[config.mk]
export PLATFORM = sky130hd
export DESIGN_NAME = debounce_scheduler
export DESIGN_NICKNAME = d
export VERILOG_FILES = /design/src/rtl/debounce_pkg.sv /design/src/rtl/debounce_scheduler_rr_pick.sv /design/src/rtl/debounce_scheduler.sv
export SDC_FILE = /design/constraint.sdc
export NUM_CORES = 1
export LEC_CHECK = 0
export ABC_AREA = 1
export BUFFER_PORTS_ARGS = -buffer_cell sky130_fd_sc_hd__clkbuf_2
export CELL_PAD_IN_SITES_DETAIL_PLACEMENT = 1
export CELL_PAD_IN_SITES_GLOBAL_PLACEMENT = 1
export CORE_AREA = 2 2 62 87
export CTS_CLUSTER_DIAMETER = 60
export DETAILED_ROUTE_END_ITERATION = 10
export DIE_AREA = 0 0 64 89
export PLACE_DENSITY = 0.83
export SYNTH_ARGS = -nofsm -noshare
export SYNTH_HDL_FRONTEND = slang
export SYNTH_SLANG_ARGS = --single-unit
export TNS_END_PERCENT = 1
[constraint.sdc]
create_clock -name clk_amisha -period 1.7 [get_ports clk_amisha]
set_input_delay 0 -clock clk_amisha [delete_from_list [all_inputs] [get_ports clk_amisha]]
set_output_delay 0 -clock clk_amisha [all_outputs]
set_load 0.02 [all_outputs]
[src/rtl/debounce_pkg.sv]
// Shared constants for the debounce scheduler: FSM encoding and stability windows.
package debounce_pkg;

  localparam logic ST_IDLE = 1'b0;
  localparam logic ST_WAIT = 1'b1;

  typedef enum logic {
    S_IDLE = ST_IDLE,
    S_WAIT = ST_WAIT
  } state_t;

  // 20 ms at 100 MHz; the short window keeps simulations fast.
  localparam int DB_COUNT_DEF = 2_000_000;
  localparam int DB_COUNT_SIM = 8;

endpackage

[src/rtl/debounce_scheduler_rr_pick.sv]
// Combinational round-robin finder: first set bit of pending at or after rr_ptr, wrapping.
module rr_pick #(
  parameter int N     = 2,
  parameter int IDX_W = (N > 1) ? $clog2(N) : 1
) (
  input  logic [N-1:0]     pending,
  input  logic [IDX_W-1:0] rr_ptr,
  output logic             hit,
  output logic [IDX_W-1:0] idx
);

  logic [2*N-1:0] w_dbl;
  logic [N-1:0]   w_rot;
  logic [IDX_W:0] w_sum;

  // Rotating the doubled vector puts rr_ptr at bit 0, so the lowest set bit wins.
  assign w_dbl = {pending, pending};
  assign w_rot = N'(w_dbl >> rr_ptr);

  always_comb begin
    hit   = 1'b0;
    idx   = '0;
    w_sum = '0;
    for (int k = N - 1; k >= 0; k--) begin
      if (w_rot[k]) begin
        hit   = 1'b1;
        w_sum = {1'b0, rr_ptr} + (IDX_W + 1)'(k);
        if (w_sum >= (IDX_W + 1)'(N)) begin
          w_sum = w_sum - (IDX_W + 1)'(N);
        end
        idx = w_sum[IDX_W-1:0];
      end
    end
  end

endmodule

[src/rtl/debounce_scheduler.sv]
// One shared debounce timer served round-robin across N_BTN buttons; registered level/tick/grant/busy.
// DEBOUNCE_SCHEDULER_SYNC_EN adds a 2-flop synchroniser per button ahead of the scheduler.
module debounce_scheduler
  import debounce_pkg::*;
#(
  parameter int N_BTN    = 2,
  parameter int DB_COUNT = DB_COUNT_DEF,
  parameter int CNT_W    = 21
) (
  input  logic             clk_amisha,
  input  logic             reset_amisha,
  input  logic [N_BTN-1:0] btn_in,
  output logic [N_BTN-1:0] db_level,
  output logic [N_BTN-1:0] db_tick,
  output logic [N_BTN-1:0] grant,
  output logic             busy
);

  localparam int IDX_W = (N_BTN > 1) ? $clog2(N_BTN) : 1;

  state_t             r_state, w_state_nxt;
  logic [CNT_W-1:0]   r_cnt, w_cnt_nxt;
  logic [IDX_W-1:0]   r_sel, w_sel_nxt;
  logic [IDX_W-1:0]   r_rr_ptr, w_ptr_nxt;
  logic [N_BTN-1:0]   r_level, w_level_nxt;
  logic [N_BTN-1:0]   r_tick, w_tick_nxt;
  logic [N_BTN-1:0]   r_grant, w_grant_nxt;
  logic               r_busy, w_busy_nxt;

  logic [N_BTN-1:0]   w_raw;
  logic [N_BTN-1:0]   w_pending;
  logic               w_hit;
  logic [IDX_W-1:0]   w_idx;
  logic [IDX_W-1:0]   w_ptr_inc;

`ifdef DEBOUNCE_SCHEDULER_SYNC_EN
  logic [N_BTN-1:0] r_sync1, r_sync2;

  always_ff @(posedge clk_amisha or negedge reset_amisha) begin
    if (!reset_amisha) begin
      r_sync1 <= '0;
      r_sync2 <= '0;
    end else begin
      r_sync1 <= btn_in;
      r_sync2 <= r_sync1;
    end
  end

  assign w_raw = r_sync2;
`else
  assign w_raw = btn_in;
`endif

  assign w_pending = w_raw ^ r_level;
  assign w_ptr_inc = (r_sel == IDX_W'(N_BTN - 1)) ? '0 : r_sel + IDX_W'(1);

  rr_pick #(.N(N_BTN), .IDX_W(IDX_W)) u_rr_pick (
    .pending (w_pending),
    .rr_ptr  (r_rr_ptr),
    .hit     (w_hit),
    .idx     (w_idx)
  );

  always_ff @(posedge clk_amisha or negedge reset_amisha) begin
    if (!reset_amisha) begin
      r_state  <= S_IDLE;
      r_cnt    <= '0;
      r_sel    <= '0;
      r_rr_ptr <= '0;
      r_level  <= '0;
      r_tick   <= '0;
      r_grant  <= '0;
      r_busy   <= 1'b0;
    end else begin
      r_state  <= w_state_nxt;
      r_cnt    <= w_cnt_nxt;
      r_sel    <= w_sel_nxt;
      r_rr_ptr <= w_ptr_nxt;
      r_level  <= w_level_nxt;
      r_tick   <= w_tick_nxt;
      r_grant  <= w_grant_nxt;
      r_busy   <= w_busy_nxt;
    end
  end

  always_comb begin
    w_state_nxt = r_state;
    w_cnt_nxt   = r_cnt;
    w_sel_nxt   = r_sel;
    w_ptr_nxt   = r_rr_ptr;
    w_level_nxt = r_level;
    w_tick_nxt  = '0;
    w_grant_nxt = r_grant;
    w_busy_nxt  = r_busy;
    case (r_state)
      S_IDLE: begin
        if (w_hit) begin
          w_sel_nxt   = w_idx;
          w_grant_nxt = N_BTN'(1) << w_idx;
          w_cnt_nxt   = CNT_W'(DB_COUNT - 1);
          w_busy_nxt  = 1'b1;
          w_state_nxt = S_WAIT;
        end
      end
      S_WAIT: begin
        // A bounce back to the committed level beats an expiring timer.
        if (w_raw[r_sel] == r_level[r_sel]) begin
          w_grant_nxt = '0;
          w_busy_nxt  = 1'b0;
          w_ptr_nxt   = w_ptr_inc;
          w_state_nxt = S_IDLE;
        end else if (r_cnt == '0) begin
          w_level_nxt[r_sel] = w_raw[r_sel];
          w_tick_nxt[r_sel]  = w_raw[r_sel];
          w_grant_nxt        = '0;
          w_busy_nxt         = 1'b0;
          w_ptr_nxt          = w_ptr_inc;
          w_state_nxt        = S_IDLE;
        end else begin
          w_cnt_nxt = r_cnt - CNT_W'(1);
        end
      end
      default: w_state_nxt = S_IDLE;
    endcase
  end

  assign db_level = r_level;
  assign db_tick  = r_tick;
  assign grant    = r_grant;
  assign busy     = r_busy;

endmodule

==> flow_results.org, run 1 <==
** Run status
- The flow ran to the end, and the final reports show no timing, DRC or antenna violations.

** Timing
- Slew at the pin closest to its max-slew limit :: 0.853 ns
- For the final routed database, the setup TNS stands at 0 ns.
- Setup repair after global routing could not meet its margin everywhere.
- Number of slew-limit violations in the final report :: 0
- Of the available clock period, the critical path in the final layout requires roughly 97%.
- Across the routed clock network, the largest skew measured is ~0.011 ns.
- Achievable clock frequency :: 0.607 GHz
- Setup violations remaining at the end of the flow were counted as 0.
- Subtracting the final worst setup slack from the clock period gives 1.65 ns.
- Total count of hold-check failures in the final report :: 0
- Setup WS post-layout :: around 0.052 ns
- Relative max-transition margin :: 43.1%

** Synth
- The biggest area contributor in the post-synthesis netlist is dfrtp_1.
- Syn_area_per_cell :: 6.95 um^2
- Counting flops and latches in the post-synthesis netlist gives 31.
- Portion of the post-synthesis area used by sequential elements :: 37.7%
- The number of nets in the synthesized netlist is 302.
- Cell types with the largest area share after synthesis :: dfrtp_1 38%, nand2_1 17%, nand3_1 9.0%
- In this run, distinct cell masters in the synthesized netlist total 24.
- Mapped Cells :: slightly below 300
- The synthesized design devotes to its leading area cell type about 38% of total area.
- Post-synth design cell area :: 0.00206 mm^2
- Synthesis Warnings :: 0

** Critical path
- Category of the most critical setup path :: register to register
- The largest individual stage delay along the critical path comes from the cell dfrtp_1.
- Arr. time, crit path :: between 1.5 and 2 ns
- RR Startpoint :: r_cnt[5]$_DFFE_PN0P_
- Cells on worst reg2reg path :: 8
- The worst setup path is launched from a register.
- Along the worst path, the maximum fanout reaches 15.
- The worst register-to-register path ends at r_cnt[18]$_DFFE_PN0P_.
- The largest single stage delay on the critical path is 0.45 ns.
- STA puts the critical path data required time at 1.88 ns.
- The signal on the critical path passes through nor2_2, nand2_1, nor2_2, nand3_4, nand2_4, nand2_8, nand2_1, nand2_1.
- STA classifies the critical path endpoint as a register.
- Register-to-register setup slack :: 0.05 ns
- The cell that appears most often on the critical path is nand2_1.
- Tracing the worst setup path back leads to its startpoint at r_cnt[5]$_DFFE_PN0P_.

** Placed design
- At the placement stage, the worst setup path has a slack of -0.0610 ns.
- After detailed placement, the design holds a cell count of 377.
- DP Wirelength :: 4400 um
- Port Buffer Count :: 10
- Routability congestion estimate from global placement :: 0.797

** Power and ir drop
- Switching Fraction :: 48.7%
- The internal portion of the total power is around 2.2 mW.
- IR analysis of the VDD net gives a maximum drop of approximately 0.00055 V.
- Power per standard cell area :: 1770 mW/mm^2
- Leakage :: 1.24 nW
- Part of the power in combinational logic :: 52.4%
- Of the total power, registers draw 29.3%.
- Summed over all nets, the switching power comes to 2.10 mW.
- The share of total power dissipated in the clock network is 18.4%.

** Floorplanning
- Starting density of the core :: 42.5%
- Std-Cell Rows :: 30
- Height of the die :: between 80 and 90 um
- Floorplan die width :: 64 um
- Full die area :: 0.00570 mm^2
- The core region is 0.00484 mm^2.
- In this run the count of I/O pins placed on the die edge is 11.

** Clocking
- Clock Sinks :: 31
- Cts bufs inserted :: 5
- For the worst-skew pair, the clock arrives at the later sink with an insertion delay of 0.30 ns.
- The longest clock path from root to sink contains 2 buffers.
- Clk Tree Root Cell :: clkbuf_8
- Post-CTS Setup Inserts :: 0
- Clock tree from TritonCTS :: yes
- After clock tree synthesis, the clock-pin slew on the worst setup and hold paths is 0.07 ns.
- The H-tree generated during clock tree synthesis spans 2 levels.

** Global route
- Global-route total usage across every layer :: ~23%
- Maximum number of pins on one net before global-route repair :: 32
- Congestion Overflow GR :: 0
- The initial antenna violation count is 0.
- The number of global-route vias before repair was 2107.
- Wire length of the first global-routing pass :: 9950 um

** Flow run
- Maximum Capacitance Violations :: 0

** Final layout
- 0 antenna diodes ended up in the layout.
- Most common library cell in the layout ignoring fill and taps :: nand2_1
- Fraction of final layout cells with drive strength greater than 1 :: between 20% and 30%
- In the final layout, the multi-input gates occupy 0.00114 mm^2.
- Total of fill cells in the finished design :: 648
- The sequential cells in the finished layout cover a total of 777 um^2.
- Number of nets in the layout :: 330
- Post-Layout Cell Count :: approximately 390
- From synthesis to final layout, the design area changed by 18.7%.
- Highest-count cells in the layout ignoring fill and taps :: 94 x nand2_1, 37 x nand3_1, 31 x inv_1, 31 x nor2_1, 30 x dfrtp_1

** Route
- Summed over all layers, the routed wires come to around 6400 um.
- Across all layers, the routed design uses 2071 vias.
- Routed length per instance :: 16.4 um
- The pre-antenna-repair detailed-routing pass consisted of 4 iterations.
- Number of DRC violations after detailed routing :: 0
- The detail route stage leaves a number of antenna-violating nets equal to 0.
- Using the TritonRoute via totals, the vias-per-cell ratio works out to 5.32.
- The detailed router finished its first iteration with 97 violations.

** Hold path
- In this run the worst hold path is classified as primary input to asynchronous set/reset pin.
## sequential cells by signal, summed over array words and instances, names as in the netlist
name / flops
r_state: 1
busy: 1
db_tick: 2
db_level: 2
r_rr_ptr: 1
grant: 2
r_sel: 1
r_cnt: 21
## power by group through the flow
stage / clock network [mW] / registers [mW] / logic [mW]
2_1_floorplan: 0 / 1.22 / 1.52
3_3_place_gp: 0 / 1.26 / 1.98
3_5_place_dp: 0 / 1.26 / 2.08
4_1_cts: 0.792 / 1.25 / 2.13
5_1_grt: 0.828 / 1.29 / 2.49
6_report: 0.793 / 1.26 / 2.26
## cell usage after synthesis
cell,count
nand2_1,95
nand3_1,37
nor2_1,36
inv_1,32
dfrtp_1,31
nand2_2,11
o21ai_2,10
nor2_2,6
o21ai_0,6
xor2_1,5
nand4_1,4
buf_6,3
clkbuf_1,3
nor3_1,3
ha_1,2
inv_2,2
nand2_4,2
nor2_4,2
buf_2,1
buf_4,1
nand3_2,1
nand3_4,1
nand3b_1,1
or2_2,1
## final cells by class
class                           instances  share of cell area [%]
Multi-Input combinational cell        224                    46.7
Clock inverter                          2                    1.43
Timing Repair Buffer                   28                    8.20
Clock buffer                            6                    3.38
Sequential cell                        31                    31.8
Inverter                               34                    5.23
Tap cell                               64                    3.28
## logic make-up (layout without fill, tap and decap cells)
| logic type | after synthesis | after routing | synth area share [%] |
|---|---|---|---|
| AND/OR/NAND/NOR | 200 | 201 | 44.2 |
| buffers and inverters | 42 | 70 | 9.00 |
| flip-flops | 31 | 31 | 37.7 |
| AO/OA/AOI/OAI | 16 | 16 | 5.72 |
| XOR/XNOR | 5 | 5 | 2.13 |
| adder cells (fa/ha/maj) | 2 | 2 | 1.22 |
## worst max-delay path by stage
stage / endpoint / slack, ns / cells past startpoint
CTS: r_cnt[18]$_DFFE_PN0P_ / 0.04 / 9
global placement: r_cnt[8]$_DFFE_PN0P_ / 0.008 / 8
detailed placement: r_cnt[7]$_DFFE_PN0P_ / -0.06 / 9
finish: r_cnt[18]$_DFFE_PN0P_ / 0.05 / 8
global route: r_cnt[18]$_DFFE_PN0P_ / -0.03 / 8
floorplan: r_cnt[8]$_DFFE_PN0P_ / 0.24 / 10
## critical path: cells and delay by family (launching register included)
| family | cells | cell delay [ns] |
|---|---|---|
| AND/OR/NAND/NOR | 8 | 1.06 |
| flip-flops | 1 | 0.45 |
## metrics by stage
stage	util (%)	hold slack (ns)	total power [mW]	cell area, um^2
finish	50.4	0.340	4.32	2440
global route	50.4	0.404	4.61	2440
CTS	49.6	0.367	4.18	2400
detailed placement	46.3	0.139	3.35	2240
global placement	46.3	0.126	3.24	2240
floorplan	-	-0.296	2.74	2060
## timing repair
action,4_1_cts,5_1_grt
gates resized for setup,2,10
cloned,0,1
endpoints found under the hold margin,33,0
hold buffers,3,0
setup endpoints to repair,21,21
pin swaps,0,0
## layer usage
metal	vias up	part of all wire (%)	GRT usage, %
li1	978	-	-
met1	1033	39	23.5
met2	43	55	45.5
met3	17	3.1	3.02
met4	0	2.8	9.29
met5	-	0	0
(Power assumes the default switching activity.)
==> run 2: changes to the inputs <==
--- a/config.mk
+++ b/config.mk
@@ -13,8 +13,9 @@
 export CTS_CLUSTER_DIAMETER = 60
 export DETAILED_ROUTE_END_ITERATION = 10
 export DIE_AREA = 0 0 64 89
-export PLACE_DENSITY = 0.83
+export PLACE_DENSITY = 0.82
 export SYNTH_ARGS = -nofsm -noshare
 export SYNTH_HDL_FRONTEND = slang
+export SYNTH_HIERARCHICAL = 1
 export SYNTH_SLANG_ARGS = --single-unit
 export TNS_END_PERCENT = 1
==> run 2 against run 1 <==
  * The flow now finishes with violations (negative hold slack)
  * Hold slack worse by 0.34 ns
  * Via count down 1.2%
  * Design area down 0.92%
  * Critical path depth unchanged
  * Utilization down 0.47 points
  * Worst setup slack better by 0.029 ns
  * Power down 4.0%
  * Critical path type unchanged
  * Largest power group unchanged
  * Register-to-register slack better by 0.03 ns
  * Cell count up 1.0%
  * Combinational power about the same
  * Sequential share of layout area up 0.24 points
  * Fmax up 1.8%
==> flow_results.org, run 2 <==
** Placed design
- Dpl ws :: -0.141 ns
- DP Wirelength :: 4370 um
- Routability-driven placement finished with a final weighted congestion of just under 0.9.
- Port buffering added 10 buffers.
- Placed cells :: 379

** Timing
- Crit share post-route :: 95.2%
- Setup repair after global routing could not meet its margin everywhere.
- Worst-case hold slack :: -0.00138 ns
- On the final layout, the worst clock skew is between 0.006 and 0.007 ns.
- The worst path needs 1.62 ns of the cycle, external delays included.
- At the pin with the least slew margin, the transition time is 0.836 ns.
- Total count of hold-check failures in the final report :: 1
- Number of slew-limit violations in the final report :: 0
- Final setup fails :: 0
- Measured against its own limit, the worst slew margin works out to around 44%.
- Based on the critical path, the design can be clocked at up to 0.618 GHz.
- The worst path meets setup with 0.0815 ns of slack.

** Power and ir drop
- Power comes to between 4 and 5 mW.
- For this design the ratio of total power to cell area is 1710 mW/mm^2.
- The worst-case IR drop observed on VDD is ~0.00097 V.
- Summed over all cells, the static leakage comes to roughly 1.2 nW.

** Clocking
- Clock Sinks :: 31
- Clock latency on the worst-skew pair, taken at its later pin, is about 0.28 ns.
- Number of H-tree branching levels :: 2
- Cts bufs inserted :: 5
- Clock-pin slew of the registers on the worst-case setup and hold paths :: roughly 0.07 ns
- The clock passes through at most 2 buffers.
- Clk Tree Root Cell :: clkbuf_8
- Clock tree from TritonCTS :: yes

** Route
- In the routed layout, each cell is associated on average with a via count of 5.21.
- Vias after detailed routing :: between 2k and 2.5k
- Routed length per instance :: 16.2 um
- First-pass iteration count of the detailed router :: 4
- In the routed design, unresolved DRC markers number 0.
- The routed design has 6380 um of wire.
- After the first detailed-routing iteration, the DRC count stood at between 90 and 100.
- In this run the remaining antenna-violating nets after routing total 0.

** Final layout
- After the flow finishes, the layout carries non-filler instances totaling ~390.
- 0 antenna diodes ended up in the layout.
- After the last flow step, the layout net total stands at ~330.
- Fraction of final layout cells with drive strength greater than 1 :: between 10% and 20%
- The register with the most flip-flops in the layout has 21 of them.
- More flip-flops sit in one register than any other, and that register is r_cnt.
- Highest-count cells in the layout ignoring fill and taps :: 97 x nand2_1, 41 x nor2_1, 41 x nand3_1
- Most common library cell in the layout ignoring fill and taps :: nand2_1
- Compared with the post-synthesis result, the final layout area differs by 19.2%.

** Synth
- In this run the biggest area consumer among cell types represents 38.2% of the synthesized area.
- Mapped Cells :: around 300
- Number of nets in the synthesized netlist :: 307
- Synthesis inferred 31 register bits.
- Syn_area_per_cell :: ~6.7 um^2
- Post-synth cell types :: 23
- Synthesis Warnings :: 6
- Count of flip-flops with a built-in enable after synthesis :: 0
- By instance count, the leading cell after synthesis is nand2_1.
- Ranked by instance count, the synthesized netlist is headed by 99 x nand2_1, 44 x nor2_1, 41 x nand3_1.
- The most used flip-flop cell after synthesis is dfrtp_1.
- Cell accounting for the most synthesized area :: dfrtp_1
- Counting flops with an async set or reset pin after synthesis yields a share of 100%.
- Post-synth design cell area :: 0.00203 mm^2
- In the post-synthesis netlist, the biggest area contributors are dfrtp_1 38%, nand2_1 18%, nand3_1 10%.
- Of the synthesized area, sequential elements account for a little under two fifths.

** Critical path
- Required arrival time at the worst endpoint :: about 1.9 ns
- Crit path max-delay cell type :: dfrtp_1
- Largest fanout on the critical path :: 4
- At the worst endpoint, the arrival time is 1.79 ns.
- On the worst path, the slowest cell contributes a delay of 0.44 ns.
- CP Launch Type :: register
- Crit-path most repeated cell :: nand2_1
- The signal on the critical path passes through nor2_1, nand2_1, nor2_1, nand2_1, nand2_1, nand3_1, nand2_1, o21ai_2.
- The worst setup path is captured at a register.
- The setup path with the least slack is of type register to register.

** Floorplanning
- Full die area :: 0.00570 mm^2
- Measured along the y axis, the die boundary spans 89 um.
- The initialized floorplan defines 30 standard-cell rows.
- Floorplan die width :: 64 um
- The region available for standard cell placement spans 0.00484 mm^2.
- Number of ports placed on the die boundary :: 11
- Starting density of the core :: 41.9%

** Global route
- Maximum number of pins on one net before global-route repair :: 32
- The initial antenna violation count is 0.
- Global-route total usage across every layer :: 24.6%
- Number of global-route vias before repair :: 2305
- Wire length of the first global-routing pass :: roughly 11000 um
- Congestion Overflow GR :: 0

** Run status
- The final reports fail on negative hold slack.
- The flow ran to the end, but the final reports show violations.

** Flow run
- Maximum Capacitance Violations :: 0

** Hold path
- HP Class :: primary input to register
==> run 2: cell count changes in the layout (fill, tap and decap cells not counted), sizes merged, moves of 2 or more <==
cell | previous run | this run
inv | 34 | 37
nor3 | 3 | 1
nand3 | 39 | 42
nor2 | 44 | 49
nand2 | 109 | 104
a21oi | 0 | 3
clkbuf | 16 | 18
==> run 2: final cells by class <==
class | instances | area [um^2]
fill | 626 | 2420
multi-input combinational | 227 | 1130
sequential | 31 | 776
timing repair buffer | 26 | 195
inverter | 37 | 139
clock buffer | 8 | 100
tap | 64 | 80.1
==> run 2: worst max-delay path, delay by kind of cell (launching register included) <==
family | cells | cell delay, ns
AOI/OAI and AO/OA | 1 | 0.06
DFF | 1 | 0.44
and+or+nand+nor | 7 | 1.01
==> run 2: where the power goes <==
part	internal (mW)	leakage (nW)	switching [mW]
registers	0.981	0.385	0.274
logic	0.757	0.799	1.48
clock network	0.370	0.0515	0.287
==> run 2: kinds of logic (layout without fill, tap and decap cells) <==
kind of cell / after synthesis / in the layout / synth area share [%]
AO/OA/AOI/OAI: 19 / 19 / 6.72
XOR/XNOR: 4 / 4 / 1.73
adder cells (fa/ha/maj): 2 / 2 / 1.23
buffers and inverters: 44 / 71 / 9.43
flip-flops: 31 / 31 / 38.2
AND/OR/NAND/NOR: 201 / 202 / 42.7
==> run 2: layer usage <==
| layer | GRT usage [%] | share of wire, % | vias to the layer above |
|---|---|---|---|
| met3 | 3.53 | 2.5 | 13 |
| met5 | 0 | 0 | - |
| met2 | 48.5 | 56 | 38 |
| met4 | 14.6 | 3.2 | 0 |
| met1 | 24.0 | 38 | 1005 |
| li1 | - | - | 990 |
==> run 2: path summary, 6_finish.rpt <==
| path | from | to | slack [ns] | cells after the start |
|---|---|---|---|---|
| setup / recovery | r_cnt[5]$_DFFE_PN0P_ | r_cnt[10]$_DFFE_PN0P_ | 0.08 | 8 |
| hold / removal | btn_in[0] | db_tick[0]$_DFF_PN0_ | -0.001 | 3 |
| setup reg to reg | r_cnt[5]$_DFFE_PN0P_ | r_cnt[10]$_DFFE_PN0P_ | 0.08 | 8 |
| hold reg to reg | busy$_DFFE_PN0P_ | busy$_DFFE_PN0P_ | 0.49 | 2 |
| max in group asynchronous | reset_amisha | r_cnt[0]$_DFFE_PN0P_ | 0.83 | 2 |
| min in group asynchronous | reset_amisha | r_cnt[11]$_DFFE_PN0P_ | 0.35 | 2 |
==> run 2: stage by stage <==
step | utilization [%] | hold slack [ns] | setup TNS, ns | instance area [um^2]
floorplan | - | -0.296 | 0 | 2030
global placement | 45.2 | 0.136 | 0 | 2190
detailed placement | 45.2 | 0.146 | -2.13 | 2190
CTS | 48.4 | 0.000756 | 0 | 2340
global route | 50.0 | 0.0366 | -0.0801 | 2420
finish | 50.0 | -0.00138 | 0 | 2420
==> run 2: repair_timing <==
action | 4_1_cts | 5_1_grt
pin swaps | 3 | 3
buffers inserted | 0 | 3
hold endpoints to repair | 32 | 0
cloned | 1 | 0
gates resized for setup | 5 | 10
hold buffers | 2 | 0
endpoints found under the setup margin | 21 | 28
==> run 3: changes to the inputs <==
==> constraint.sdc (replaced) <==
create_clock -name clk_amisha -period 1.7 [get_ports clk_amisha]
set_input_delay 0.17 -clock clk_amisha [delete_from_list [all_inputs] [get_ports clk_amisha]]
set_output_delay 0.17 -clock clk_amisha [all_outputs]
set_load 0.02 [all_outputs]
==> run 3 against run 2 <==
  * The flow now finishes without violations
  * Flip-flop and latch count unchanged
  * Design area down 1.4%
  * Die area unchanged
  * Global-route usage down 1.4 points
  * Routed wire length down 1.1%
  * Clock-buffer cell count unchanged
  * Non-clock buffer count down 1
  * Sequential power about the same
  * Combinational power down 2%
  * First-iteration DRC count down 45%
  * Critical endpoint is now r_cnt[20]$_DFFE_PN0P_
  * Largest power group unchanged
  * Highest routed layer unchanged
==> flow_results.org, run 3 (synthesis results as in run 2) <==
** Final layout
- Max FFs per register :: 21
- The register with the most flip-flops in the final layout is r_cnt.
- Antenna fix cells :: 0
- The library cells used most frequently in the layout, excluding fill and tap cells, are 99 x nand2_1, 41 x nand3_1, 40 x nor2_1.
- Number of nets in the layout :: 333
- Of the cells placed in the final design, the portion with a size suffix greater than 1 is 18.6%.
- Most common library cell in the layout ignoring fill and taps :: nand2_1
- Relative to the synthesized area, the layout overhead comes to 17.6%.

** Floorplanning
- The core region is 0.00484 mm^2.
- Number of ports placed on the die boundary :: 11
- From left edge to right edge, the die measures 64 um.
- Height of the die :: 89 um
- The die covers approximately 0.0057 mm^2.
- Std-Cell Rows :: 30
- Starting density of the core :: 41.9%

** Route
- Via density per instance :: 5.19
- The first TritonRoute pass finished after 5 iterations.
- Once detail routing completed, the nets flagged for antenna violations numbered 0.
- Number of DRC violations after detailed-routing iteration 0 :: 52
- Routed length per instance :: 16.1 um
- In the routed design, unresolved DRC markers number 0.
- Summing over every cut layer, the via total after detailed routing is 2036.
- The routed design has around 6300 um of wire.

** Flow run
- Max-cap violations in this run came to 0.

** Power and ir drop
- The internal portion of the total power is 2.09 mW.
- The share of total power dissipated in the clock network is 16.0%.
- Dividing total power by cell area gives a power density of roughly 1700 mW/mm^2.
- Total Power Consumption :: around 4.1 mW
- Switching Fraction :: 49.1%
- Summed over all nets, the switching power comes to about 2.0 mW.
- Sequential cells burn 30.6% of the power.
- Leakage :: roughly 1.2 nW
- Part of the power in combinational logic :: between 50% and 60%
- Largest voltage drop on the vdd net :: between 0.0009 and 0.001 V

** Clocking
- Clock tree synthesis found a total of 31 sinks.
- No sink is reached through more buffers than the 2 on the longest clock path.
- Clock-pin slew was measured on the worst setup and hold paths at roughly 0.070 ns.
- Insertion delay of the later-clocked pin in the worst-skew pair :: 0.28 ns
- Clk Tree Root Cell :: clkbuf_8
- Clock tree from TritonCTS :: yes
- TritonCTS created 5 clock buffers.
- Number of H-tree branching levels :: 2

** Global route
- Entering global routing, the biggest net connects 32 pins.
- Global-route total usage across every layer :: between 20% and 30%
- Number of global-route vias before repair :: 2244
- The first global-routing pass estimated 10100 um of wire.
- Summed over all layers, the global routing overflow is 0.
- Initial antenna violation count :: 0

** Timing
- Headroom to the max-slew limit came out at 70.9%.
- Setup violations remaining at the end of the flow were counted as 0.
- Total count of hold-check failures in the final report :: 0
- RSZ-0062 raised after global routing :: true
- Setup slack on the critical path of the routed design comes to 0.0712 ns.
- Shortest period the worst path allows :: 1.63 ns
- For the pin with the worst max-slew slack, the measured transition is around 0.44 ns.
- The max-slew violation count came to 0.
- Final setup skew :: around 0.0078 ns
- Timing would allow up to 0.614 GHz.
- Dividing the final minimum period by the clock period gives a little over nine tenths.

** Critical path
- The critical path in this run is classified as register to register.
- CP Launch Type :: register
- Data on the critical path is required at its endpoint by 1.87 ns.
- Arr. time, crit path :: 1.80 ns
- Largest fanout on the critical path :: 15
- STA classifies the critical path endpoint as a register.

** Placed design
- Routability congestion estimate from global placement :: 0.894
- Input and output buffers added on the ports amount to 10.
- Timing analysis after detailed placement gives a worst setup slack of -0.0604 ns.
- Summed over all nets, the half-perimeter wirelength after detailed placement is 4310 um.

** Run status
- Outcome :: finished, final reports clean

** Hold path
- The min-delay analysis places its worst path in the category primary input to register.
## run 3: changes by cell type in the layout (fill, tap and decap cells not counted), sizes merged
cell	change
dlygate4sd3	-1
## run 3: final timing paths
kind / end / slack [ns] / cells after the start / from
max in group asynchronous: r_cnt[19]$_DFFE_PN0P_ / 0.92 / 3 / reset_amisha
min in group asynchronous: db_tick[0]$_DFF_PN0_ / 0.46 / 3 / reset_amisha
setup reg to reg: r_cnt[20]$_DFFE_PN0P_ / 0.07 / 9 / r_cnt[0]$_DFFE_PN0P_
hold / removal: db_tick[1]$_DFF_PN0_ / 0.14 / 3 / btn_in[1]
setup / recovery: r_cnt[20]$_DFFE_PN0P_ / 0.07 / 9 / r_cnt[0]$_DFFE_PN0P_
hold reg to reg: busy$_DFFE_PN0P_ / 0.49 / 2 / busy$_DFFE_PN0P_
## run 3: critical path, stage by stage (launching register included)
cell and delay, ns:
dfrtp_1 0.42, inv_2 0.10, ha_1 0.17, nand2_1 0.07, nor2_2 0.13, nand3_2 0.14
nand2_4 0.18, nand2_8 0.14, nand2_1 0.10, nand2_1 0.05
## run 3: timing repair
item,4_1_cts,5_1_grt
endpoints found under the setup margin,20,27
cloned,0,1
pin swaps,0,4
resized for setup,1,10
hold buffers,1,0
buffers inserted,0,2
hold endpoints to repair,31,0
## run 3: power by group through the flow
stage	Combinational (mW)	Sequential (mW)	Clock, mW
2_1_floorplan	1.44	1.21	0
3_3_place_gp	1.86	1.24	0
3_5_place_dp	1.93	1.25	0
4_1_cts	1.97	1.24	0.668
5_1_grt	2.42	1.29	0.686
6_report	2.19	1.25	0.655
## run 3: area by class of cell
type,count,area (um^2)
sequential,31,776
fill,640,2460
timing repair buffer,25,185
inverter,37,139
multi-input combinational,227,1110
clock buffer,8,100
tap,64,80.1
## run 3: layer usage
metal	global-route usage, %	share of wire (%)	wire [um]	up-vias
met5	0	0	0	-
met4	9.09	3.1	194	0
met3	2.77	2.4	154	14
met2	48.2	56	3540	36
met1	22.6	38	2410	998
li1	-	-	-	988
## run 3: metrics by stage
step                      TNS [ns]  instances  cell area, um^2  hold slack (ns)  util [%]
final                            0        392             2390            0.139      49.3
after global routing        -0.197        392             2390            0.155      49.3
after CTS                        0        389             2320            0.135      47.8
after detailed placement    -0.564        380             2200            0.226      45.4
after global placement           0        380             2200            0.224      45.4
after floorplan                  0        301             2030           -0.126         -
